`config.mk`:
```
export PLATFORM = sky130hd
export DESIGN_NAME = ps2_kbd_rx
export DESIGN_NICKNAME = d
export VERILOG_FILES = /design/src/rtl/ps2_pkg.sv /design/src/rtl/ps2_ev_fifo.sv /design/src/rtl/ps2_kbd_rx.sv
export SDC_FILE = /design/constraint.sdc
export NUM_CORES = 1
export LEC_CHECK = 0
export ABC_AREA = 0
export BUFFER_PORTS_ARGS = -buffer_cell sky130_fd_sc_hd__buf_4
export CORE_MARGIN = 3
export CORE_UTILIZATION = 54
export DETAILED_ROUTE_END_ITERATION = 7
export PLACE_DENSITY = 0.75
export SYNTH_ARGS = -nofsm -noshare
export SYNTH_HDL_FRONTEND = slang
export SYNTH_SLANG_ARGS = --single-unit
```
`constraint.sdc`:
```
create_clock -name clk -period 2.3 [get_ports clk]
set_input_delay 0.46 -clock clk [delete_from_list [all_inputs] [get_ports clk]]
set_output_delay 0.46 -clock clk [all_outputs]
set_load 0.02 [all_outputs]
```
`src/rtl/ps2_pkg.sv`:
```
// rtl/ps2_pkg.sv - shared constants, event layout and frame state for the PS/2 keyboard receiver
package ps2_pkg;

   localparam logic [7:0] PS2_EXT_PREFIX = 8'hE0;
   localparam logic [7:0] PS2_BRK_PREFIX = 8'hF0;
   localparam int         PS2_FRAME_LEN  = 11;

   // Event word layout: [9]=ext, [8]=brk, [7:0]=code
   typedef struct packed {
      logic       ext;
      logic       brk;
      logic [7:0] code;
   } ps2_event_t;

   localparam int PS2_EV_W = $bits(ps2_event_t);

   typedef enum logic [1:0] {
      ST_IDLE = 2'd0,
      ST_RECV = 2'd1,
      ST_STOP = 2'd2
   } frame_state_t;

   function automatic logic odd_parity_ok(input logic [7:0] data, input logic parity);
      return ^{data, parity};
   endfunction

endpackage

```
`src/rtl/ps2_ev_fifo.sv`:
```
// rtl/ps2_ev_fifo.sv - synchronous first-word-fall-through FIFO with occupancy count and overflow pulse
module ps2_ev_fifo #(
   parameter int WIDTH = 10,
   parameter int DEPTH = 4
) (
   input  logic                           clk,
   input  logic                           reset,
   input  logic                           wr_valid,
   input  logic [WIDTH-1:0]               wr_data,
   output logic                           rd_valid,
   input  logic                           rd_ready,
   output logic [WIDTH-1:0]               rd_data,
   output logic [$clog2(DEPTH+1)-1:0]     count,
   output logic                           overflow
);
   localparam int AW = $clog2(DEPTH);
   localparam int CW = $clog2(DEPTH+1);

   logic [WIDTH-1:0] mem_q [DEPTH];
   logic [AW-1:0]    wr_ptr_q;
   logic [AW-1:0]    rd_ptr_q;
   logic [CW-1:0]    count_q;
   logic             full;
   logic             do_pop;
   logic             do_push;

   assign rd_valid = (count_q != '0);
   assign full     = (count_q == CW'(DEPTH));
   assign do_pop   = rd_valid && rd_ready;
   // A pop frees the slot in the same cycle, so a push into a full FIFO still lands
   assign do_push  = wr_valid && (!full || do_pop);
   assign rd_data  = mem_q[rd_ptr_q];
   assign count    = count_q;

   always_ff @(posedge clk) begin
      if (do_push) begin
         mem_q[wr_ptr_q] <= wr_data;
      end
   end

   always_ff @(posedge clk) begin
      if (reset) begin
         wr_ptr_q <= '0;
         rd_ptr_q <= '0;
         count_q  <= '0;
         overflow <= 1'b0;
      end else begin
         if (do_push) begin
            wr_ptr_q <= wr_ptr_q + AW'(1);
         end
         if (do_pop) begin
            rd_ptr_q <= rd_ptr_q + AW'(1);
         end
         count_q  <= count_q + CW'(do_push) - CW'(do_pop);
         overflow <= wr_valid && full && !do_pop;
      end
   end

endmodule

```
`src/rtl/ps2_kbd_rx.sv`:
```
// rtl/ps2_kbd_rx.sv - PS/2 keyboard receiver: clock filter, deframer, E0/F0 decoder and event FIFO
// Optional auto-repeat suppression is built when PS2_KBD_RX_TYPEMATIC_FILTER_EN is defined.
module ps2_kbd_rx
   import ps2_pkg::*;
#(
   parameter int SYNC_LEN    = 8,
   parameter int TIMEOUT_CYC = 50000,
   parameter int FIFO_DEPTH  = 4,
   parameter int REPORT_MAKE = 1
) (
   input  logic                              clk,
   input  logic                              reset,
   input  logic                              ps2clk,
   input  logic                              ps2data,
   output logic                              ev_valid,
   input  logic                              ev_ready,
   output logic [7:0]                        ev_code,
   output logic                              ev_break,
   output logic                              ev_ext,
   output logic [$clog2(FIFO_DEPTH+1)-1:0]   fifo_count,
   output logic                              err_parity,
   output logic                              err_frame,
   output logic                              err_timeout,
   output logic                              overflow
);
   localparam int HALF = SYNC_LEN / 2;
   localparam int TW   = $clog2(TIMEOUT_CYC + 1);

   logic [SYNC_LEN-1:0] hist_q;
   logic [1:0]          data_sync_q;
   logic                fall_edge;
   logic                data_bit;

   always_ff @(posedge clk) begin
      if (reset) begin
         hist_q      <= '0;
         data_sync_q <= 2'b11;
      end else begin
         hist_q      <= {hist_q[SYNC_LEN-2:0], ps2clk};
         data_sync_q <= {data_sync_q[0], ps2data};
      end
   end

   // Older half high and newer half low: one settled falling edge, seen for a single cycle
   assign fall_edge = (hist_q[SYNC_LEN-1:HALF] == '1) && (hist_q[HALF-1:0] == '0);
   assign data_bit  = data_sync_q[1];

   frame_state_t  state_q;
   frame_state_t  state_d;
   logic [3:0]    cnt_q;
   logic [7:0]    shift_q;
   logic          parity_q;
   logic [TW-1:0] tmo_q;
   logic          tmo_hit;
   logic          frame_end;
   logic          frame_ok;
   logic          frame_bad_stop;
   logic          frame_bad_par;

   assign tmo_hit = (state_q != ST_IDLE) && !fall_edge && (tmo_q == TW'(TIMEOUT_CYC - 1));

   always_ff @(posedge clk) begin
      if (reset) begin
         state_q <= ST_IDLE;
      end else begin
         state_q <= state_d;
      end
   end

   always_comb begin
      state_d = state_q;
      case (state_q)
         ST_IDLE: if (fall_edge && !data_bit) state_d = ST_RECV;
         ST_RECV: begin
            if (tmo_hit) begin
               state_d = ST_IDLE;
            end else if (fall_edge && cnt_q == 4'(PS2_FRAME_LEN - 2)) begin
               state_d = ST_STOP;
            end
         end
         ST_STOP: if (tmo_hit || fall_edge) state_d = ST_IDLE;
         default: state_d = ST_IDLE;
      endcase
   end

   always_comb begin
      frame_end      = (state_q == ST_STOP) && fall_edge;
      frame_bad_stop = frame_end && !data_bit;
      frame_bad_par  = frame_end && data_bit && !odd_parity_ok(shift_q, parity_q);
      frame_ok       = frame_end && data_bit && odd_parity_ok(shift_q, parity_q);
   end

   always_ff @(posedge clk) begin
      if (reset) begin
         cnt_q    <= '0;
         shift_q  <= '0;
         parity_q <= 1'b0;
         tmo_q    <= '0;
      end else begin
         if (state_q == ST_IDLE || fall_edge) begin
            tmo_q <= '0;
         end else begin
            tmo_q <= tmo_q + TW'(1);
         end
         if (fall_edge) begin
            case (state_q)
               ST_IDLE: cnt_q <= 4'd1;
               ST_RECV: begin
                  cnt_q <= cnt_q + 4'd1;
                  if (cnt_q == 4'(PS2_FRAME_LEN - 2)) begin
                     parity_q <= data_bit;
                  end else begin
                     shift_q <= {data_bit, shift_q[7:1]};
                  end
               end
               default: cnt_q <= cnt_q;
            endcase
         end
      end
   end

   logic       ext_q;
   logic       brk_q;
   logic       is_prefix;
   logic       report;
   logic       ev_push;
   logic       any_err;
   ps2_event_t ev_new;
   ps2_event_t ev_head;

   assign is_prefix = (shift_q == PS2_EXT_PREFIX) || (shift_q == PS2_BRK_PREFIX);
   assign any_err   = frame_bad_stop || frame_bad_par || tmo_hit;
   assign ev_new    = '{ext: ext_q, brk: brk_q, code: shift_q};

   always_ff @(posedge clk) begin
      if (reset) begin
         ext_q <= 1'b0;
         brk_q <= 1'b0;
      end else if (any_err) begin
         ext_q <= 1'b0;
         brk_q <= 1'b0;
      end else if (frame_ok) begin
         if (shift_q == PS2_EXT_PREFIX) begin
            ext_q <= 1'b1;
         end else if (shift_q == PS2_BRK_PREFIX) begin
            brk_q <= 1'b1;
         end else begin
            ext_q <= 1'b0;
            brk_q <= 1'b0;
         end
      end
   end

`ifdef PS2_KBD_RX_TYPEMATIC_FILTER_EN
   logic       held_v_q;
   logic       held_ext_q;
   logic [7:0] held_code_q;
   logic       held_match;

   assign held_match = held_v_q && (held_ext_q == ext_q) && (held_code_q == shift_q);

   // The held key tracks the last make even if its event was dropped by a full FIFO
   always_ff @(posedge clk) begin
      if (reset) begin
         held_v_q    <= 1'b0;
         held_ext_q  <= 1'b0;
         held_code_q <= '0;
      end else if (frame_ok && !is_prefix) begin
         if (brk_q) begin
            if (held_match) begin
               held_v_q <= 1'b0;
            end
         end else begin
            held_v_q    <= 1'b1;
            held_ext_q  <= ext_q;
            held_code_q <= shift_q;
         end
      end
   end

   assign report = brk_q || ((REPORT_MAKE != 0) && !held_match);
`else
   assign report = brk_q || (REPORT_MAKE != 0);
`endif

   assign ev_push = frame_ok && !is_prefix && report;

   always_ff @(posedge clk) begin
      if (reset) begin
         err_parity  <= 1'b0;
         err_frame   <= 1'b0;
         err_timeout <= 1'b0;
      end else begin
         err_parity  <= frame_bad_par;
         err_frame   <= frame_bad_stop;
         err_timeout <= tmo_hit;
      end
   end

   ps2_ev_fifo #(
      .WIDTH (PS2_EV_W),
      .DEPTH (FIFO_DEPTH)
   ) u_fifo (
      .clk      (clk),
      .reset    (reset),
      .wr_valid (ev_push),
      .wr_data  (ev_new),
      .rd_valid (ev_valid),
      .rd_ready (ev_ready),
      .rd_data  (ev_head),
      .count    (fifo_count),
      .overflow (overflow)
   );

   assign ev_code  = ev_head.code;
   assign ev_break = ev_head.brk;
   assign ev_ext   = ev_head.ext;

endmodule

```
==> flow_metrics.py, run 1 <==
metrics = {
    "synthesis": {
        "synthArstFlopShare": 0,
        "ys.warnings.count": 0,
        "ys_seq_elements": 96,
        "synth-seq-area-share": 0.598,
        "syn_avg_cell_area_um2": 12.6,
        "synth_most_common_cell": "dfxtp_1",
        "synth_ff_type": "dfxtp_1",
        "synth_top_area_frac": 0.309,
        "ys_types": 46,
        "syn_area_um2": 3880,
        "synth-edff-count": 40,
        "synth_area_leader_cell": "edfxtp_1",
        "synthTopCellsByArea": "edfxtp_1, dfxtp_1, mux4_2, nor2_1, xnor2_1",
        "synth_common_cells": "dfxtp_1, nor2_1, edfxtp_1, xnor2_1, inv_1",
        "syn_nets": 324,
        "synthCells": 309,
    },
    "die": {
        "die_h_um": 90.8,
        "io_pins": 23,
        "coreArea_um2": 6870,
        "dieArea_um2": 8240,
        "fp.dieW_um": 90.8,
        "num_rows": 30,
        "initial_core_util": 0.565,
    },
    "power": {
        "ir_worst_vdd_uv": 472,
        "leakage_nw": 1.65,
        "power_density_nw_per_um2": 814,
        "p_total_mw": 3.68,
    },
    "finish": {
        "synthToLayoutAreaGrowth_pct": 16.5,
        "antennaDiodeCount": 0,
        "nets": 366,
        "final_cell_count_no_fill": 452,
        "drive_gt1_frac": 0.261,
    },
    "timing": {
        "finalClockSkew_ns": 0.00850,
        "rsz0062_at_grt": "yes",
        "finalHoldViolCount": 0,
        "setup_violations": 0,
        "slew_viol_final": 0,
        "maxSlewHeadroom": 0.632,
        "finalCritPeriodShare": 0.989,
        "worst_pin_slew_ns": 0.547,
        "fmax_mhz": 440,
        "post-route-min-period_ns": 2.27,
        "hold_ws_ns": 0.288,
    },
    "drt": {
        "post_drt_wl_per_cell_um": 14.3,
        "via_per_inst": 5.12,
        "ant_nets": 0,
        "first_pass_iters": 4,
        "drt-initial-drc-count": 109,
        "drcViolationCount": 0,
        "wl_mm": 6.48,
        "num_vias": 2316,
    },
    "run_status": {
        "status": "complete, no violations",
    },
    "clocking": {
        "cts_tree": "yes",
        "postCtsHoldBufs": 0,
        "numCtsBuffers": 9,
        "clk_path_buf_depth": 2,
        "cts.sinks": 96,
        "h-tree-depth": 3,
        "clk_pin_slew_ns": 0.09,
        "worstSkewPairLatency_ns": 0.36,
        "root_buffer": "clkbuf_8",
    },
    "worst_hold_path": {
        "hp-class": "input pin to flip-flop",
    },
    "critical_path": {
        "critical_path.startpoint_type": "flip-flop",
        "crit_required_ns": 2.54,
        "worstSetupEndpointType": "flip-flop",
        "critPathMaxFanout": 2,
        "crit_type": "flip-flop to flip-flop",
        "arrival_ns": 2.51,
    },
    "grt": {
        "grt_pass1_vias": 2395,
        "grt_max_degree": 41,
        "grt_pass1_wl_mm": 11.2,
        "track_usage": 0.170,
        "grt_overflow": 0,
        "antenna_found_initial": 0,
    },
    "place": {
        "placed_cells": 434,
        "dp_hpwl_mm": 4.31,
        "place.gp.congestion": 0.776,
        "portBuffers": 22,
    },
    "run": {
        "maxCapViolCount": 0,
    },
}
## worst max-delay path, stage by stage, from the launching register on
cell and delay, ns:
dfxtp_1 0.32, or4_4 0.55, nor2_4 0.16, nand3_4 0.10, nor4b_4 0.26, ha_2 0.22, fa_2 0.42, nor2b_1 0.13
## cell type report
| type | instances | area, um^2 |
|---|---|---|
| repair buffers | 40 | 300 |
| clock inverters | 6 | 67.6 |
| fillers | 515 | 2350 |
| flip-flops and latches | 96 | 2330 |
| multi-input cells | 191 | 1520 |
| clock buffers | 10 | 138 |
| well taps | 96 | 120 |
| inverters | 13 | 48.8 |
## flip-flops by register name, indices dropped and copies added (netlist names), 2 cells and up, named ones only
signal / count
u_fifo.mem_q: 40
tmo_q: 16
hist_q: 8
shift_q: 8
cnt_q: 4
u_fifo.count: 3
data_sync_q: 2
state_q: 2
u_fifo.rd_ptr_q: 2
u_fifo.wr_ptr_q: 2
## stage by stage
step                      TNS (ns)  setup WS [ns]  area [um^2]  utilization
after floorplan             -0.118        -0.0783         3900            -
after global placement           0         0.0197         4260        0.620
after detailed placement   -0.0187        -0.0187         4260        0.620
after CTS                  -0.0262        -0.0262         4490        0.653
after global routing       -0.0832        -0.0460         4520        0.658
final                            0         0.0254         4520        0.658
## cells in the final DEF, fill, tap and decap left out, types with 4 or more instances in the layout
cell type / count
mux2i_1: 10
a21oi_1: 6
dfxtp_1: 49
ha_1: 8
edfxtp_1: 40
nor4b_1: 5
nor2b_1: 11
nor2_1: 46
mux4_2: 10
and2_2: 4
inv_1: 13
xnor2_1: 13
nand3_1: 8
nand2_1: 11
clkbuf_8: 10
xor2_1: 8
dfxtp_2: 7
buf_4: 40
nand4_1: 5
## report_power, final
part,leakage [nW],internal [mW],switching [mW]
logic,0.727,0.371,0.330
clock network,0.101,0.537,0.595
registers,0.827,1.81,0.0390
total,1.65,2.72,0.964
## kinds of logic (layout without fill, tap and decap cells)
logic type	count (synthesis)	after routing	share of synthesized area
AOI/OAI and AO/OA	16	16	0.0264
xor gates and xnor gates	25	25	0.0619
adders and majority gates	10	10	0.0342
buffers and inverters	22	69	0.0239
DFF	96	96	0.598
muxes	21	21	0.0877
and+or+nand+nor	119	119	0.168
## final timing paths
path / endpoint / slack (ns) / start / cells after the start
max: u_fifo.count[1]$_SDFF_PP0_ / 0.03 / hist_q[1]$_SDFF_PP0_ / 7
min reg2reg: data_sync_q[1]$_SDFF_PP1_ / 0.42 / data_sync_q[0]$_SDFF_PP1_ / 1
max reg2reg: u_fifo.count[1]$_SDFF_PP0_ / 0.03 / hist_q[1]$_SDFF_PP0_ / 7
min: data_sync_q[0]$_SDFF_PP1_ / 0.29 / ps2data / 2
## layer usage
| metal | GRT usage | share of wire | wire length (um) | vias up |
|---|---|---|---|---|
| met1 | 0.215 | 0.46 | 2980 | 1100 |
| met4 | 0.0678 | 0.017 | 113 | 0 |
| met2 | 0.290 | 0.49 | 3200 | 35 |
| met5 | 0 | 0 | 0 | - |
| met3 | 0.0308 | 0.029 | 191 | 9 |
| li1 | - | - | - | 1172 |
## what timing repair did
action / in CTS / in global routing
resized for setup: 4 / 6
endpoints found under the setup margin: 1 / 42
buffers inserted: 1 / 1
pin swaps: 4 / 3
Power figures use the tool's default switching activity.
==> run 2, diff against run 1 <==
- SYNTH_HIERARCHICAL: default -> 1
==> run 2 against run 1 <==
The run now ends with negative setup slack left. Clock-buffer cell count unchanged. Clock power is 6% lower. Sequential share of layout area shrank 1.4 points. Flip-flop and latch count did not move. Synthesized cell count shrank 1.6%. Largest power group unchanged.
==> flow_metrics.py, run 2 <==
metrics = {
    "clocking": {
        "numCtsBuffers": 9,
        "clk_path_buf_depth": 2,
        "worstSkewPairLatency_ns": 0.36,
        "cts_tree": "yes",
        "clk_pin_slew_ns": 0.09,
        "root_buffer": "clkbuf_8",
        "cts.sinks": 96,
        "h-tree-depth": 3,
        "postCtsHoldBufs": 0,
    },
    "timing": {
        "finalHoldViolCount": 0,
        "setup_violations": 2,
        "worst_pin_slew_ns": 0.556,
        "rsz0062_at_grt": "yes",
        "finalClockSkew_ns": 0.00997,
        "fmax_mhz": 359,
        "slew_viol_final": 0,
        "post-route-min-period_ns": 2.78,
        "finalCritPeriodShare": 1.21,
        "setup_slack_ns": -0.483,
        "hold_ws_ns": 0.286,
        "maxSlewHeadroom": 0.629,
    },
    "critical_path": {
        "crit_family": "XOR/XNOR gates",
        "critical_path.startpoint_type": "flip-flop",
        "worstSetupEndpointType": "flip-flop",
        "cp_num_buf_inv": 3,
        "crit_type": "flip-flop to flip-flop",
        "cp_slowest_cell": "xnor3_1",
        "arrival_ns": 3.07,
        "critPathMaxFanout": 3,
        "slowest_delay_ns": 0.45,
        "crit_required_ns": 2.59,
        "worstPathCellList": "xnor2_2 -> xnor3_1 -> xnor2_2 -> and4bb_2 -> and2_4 -> inv_2 -> ha_4 -> inv_4 -> ha_4 -> inv_2 -> fa_2 -> xor2_1 -> and2_1 -> nor3_1",
    },
    "grt": {
        "grt_overflow": 0,
        "grt_pass1_vias": 2346,
        "antenna_found_initial": 0,
        "track_usage": 0.167,
        "grt_pass1_wl_mm": 11.0,
        "grt_max_degree": 42,
    },
    "drt": {
        "wl_mm": 6.23,
        "ant_nets": 0,
        "post_drt_wl_per_cell_um": 13.5,
        "drcViolationCount": 0,
        "via_per_inst": 5.12,
        "drt-initial-drc-count": 108,
        "num_vias": 2356,
        "first_pass_iters": 4,
    },
    "synthesis": {
        "ys_types": 47,
        "syn_nets": 319,
        "synth_top_area_frac": 0.313,
        "syn_area_um2": 3840,
        "synth_compound_area_frac": 0.0261,
        "synthCells": 304,
        "synth-seq-area-share": 0.604,
        "synth-simple-area-share": 0.174,
        "synth_most_common_cell": "dfxtp_1",
        "synthMuxAreaShare": 0.0821,
        "ys.warnings.count": 6,
        "synth_common_cells": "dfxtp_1, edfxtp_1, nor2_1, xnor2_1",
        "synthAdderAreaFrac": 0.0345,
        "synth_area_leader_cell": "edfxtp_1",
        "syn_avg_cell_area_um2": 12.6,
        "synth-edff-count": 40,
        "synth_top_family_by_area": "simple AND/OR/NAND/NOR gates",
        "synth_ff_type": "dfxtp_1",
        "synthTopCellsByArea": "edfxtp_1, dfxtp_1, mux4_2, nor2_1, xnor2_1",
        "synth_xor_xnor_area_share": 0.0583,
        "ys_seq_elements": 96,
        "synthArstFlopShare": 0,
    },
    "die": {
        "die_h_um": 90.4,
        "num_rows": 30,
        "coreArea_um2": 6830,
        "fp.dieW_um": 90.4,
        "dieArea_um2": 8160,
        "initial_core_util": 0.562,
        "io_pins": 23,
    },
    "run_status": {
        "failed_checks": "negative setup slack",
        "status": "complete, but fails checks",
    },
    "finish": {
        "nets": 374,
        "regMostFlops": "u_fifo/mem_q",
        "antennaDiodeCount": 0,
        "largest_reg_flops": 40,
        "drive_gt1_frac": 0.288,
        "largestRegisters": "u_fifo/mem_q (40), tmo_q (16)",
        "synthToLayoutAreaGrowth_pct": 20.7,
        "final_cell_mix": "dfxtp_1, buf_4, nor2_1, edfxtp_1",
        "final_cell_count_no_fill": 460,
    },
    "place": {
        "dp_hpwl_mm": 4.33,
        "placed_cells": 443,
        "place.gp.congestion": 0.759,
        "portBuffers": 22,
    },
    "power": {
        "leakage_nw": 1.74,
        "power_density_nw_per_um2": 616,
        "ir_worst_vdd_uv": 419,
    },
    "worst_hold_path": {
        "hp-class": "input pin to flip-flop",
    },
    "run": {
        "maxCapViolCount": 0,
    },
}
==> run 2: timing repair <==
action,in CTS,in global routing
pin swaps,8,7
setup buffers,1,0
setup endpoints to repair,2,3
gates resized for setup,1,3
==> run 2: report_power, final <==
group          internal (mW)  switching (mW)  total (mW)  leakage (nW)
sequential              1.76         0.00170        1.76         0.825
combinational         0.0130          0.0170      0.0300         0.828
clock                  0.505           0.558        1.06        0.0890
total                   2.28           0.577        2.86          1.74
==> run 2: cells by family (layout without fill, tap and decap cells) <==
kind of cell,Yosys count,in the layout
xor gates and xnor gates,24,24
muxes,19,19
adders and majority gates,10,10
buffers and inverters,20,80
DFF,96,96
and+or+nand+nor,119,119
AOI/OAI and AO/OA,16,16
==> run 2: layout make-up <==
| cell class | count | area (um^2) |
|---|---|---|
| clock inverter | 6 | 67.6 |
| timing repair buffer | 55 | 463 |
| inverter | 9 | 36.3 |
| tap | 96 | 120 |
| clock buffer | 10 | 128 |
| sequential | 96 | 2330 |
| multi-input combinational | 188 | 1500 |
| fill | 501 | 2190 |
==> run 2: routing by layer <==
layer / GRT usage / vias up / part of all wire
met3: 0.0300 / 10 / 0.026
met1: 0.215 / 1127 / 0.46
met2: 0.275 / 26 / 0.49
met5: 0 / - / 0
met4: 0.0778 / 0 / 0.015
li1: - / 1193 / -
==> run 2: stage by stage <==
stage               total power [mW]  cell area [um^2]   util  TNS [ns]  setup slack (ns)
finish                          2.86              4640  0.679    -0.777            -0.483
detailed placement              1.83              4420  0.647    -0.843            -0.526
CTS                             2.89              4620  0.677    -0.910            -0.534
global placement                1.83              4420  0.647    -0.757            -0.464
global route                    2.96              4640  0.679     -1.14            -0.630
floorplan                       1.82              3890      -     -1.03            -0.592
==> run 2: final timing paths <==
path              slack [ns]  cells after the start                       from                         end
setup reg to reg       -0.48                     14    shift_q[6]$_SDFFE_PP0P_  u_fifo/count[2]$_SDFF_PP0_
setup / recovery       -0.48                     14    shift_q[6]$_SDFFE_PP0P_  u_fifo/count[2]$_SDFF_PP0_
hold reg to reg         0.41                      1  data_sync_q[0]$_SDFF_PP1_   data_sync_q[1]$_SDFF_PP1_
hold / removal          0.29                      2                    ps2data   data_sync_q[0]$_SDFF_PP1_
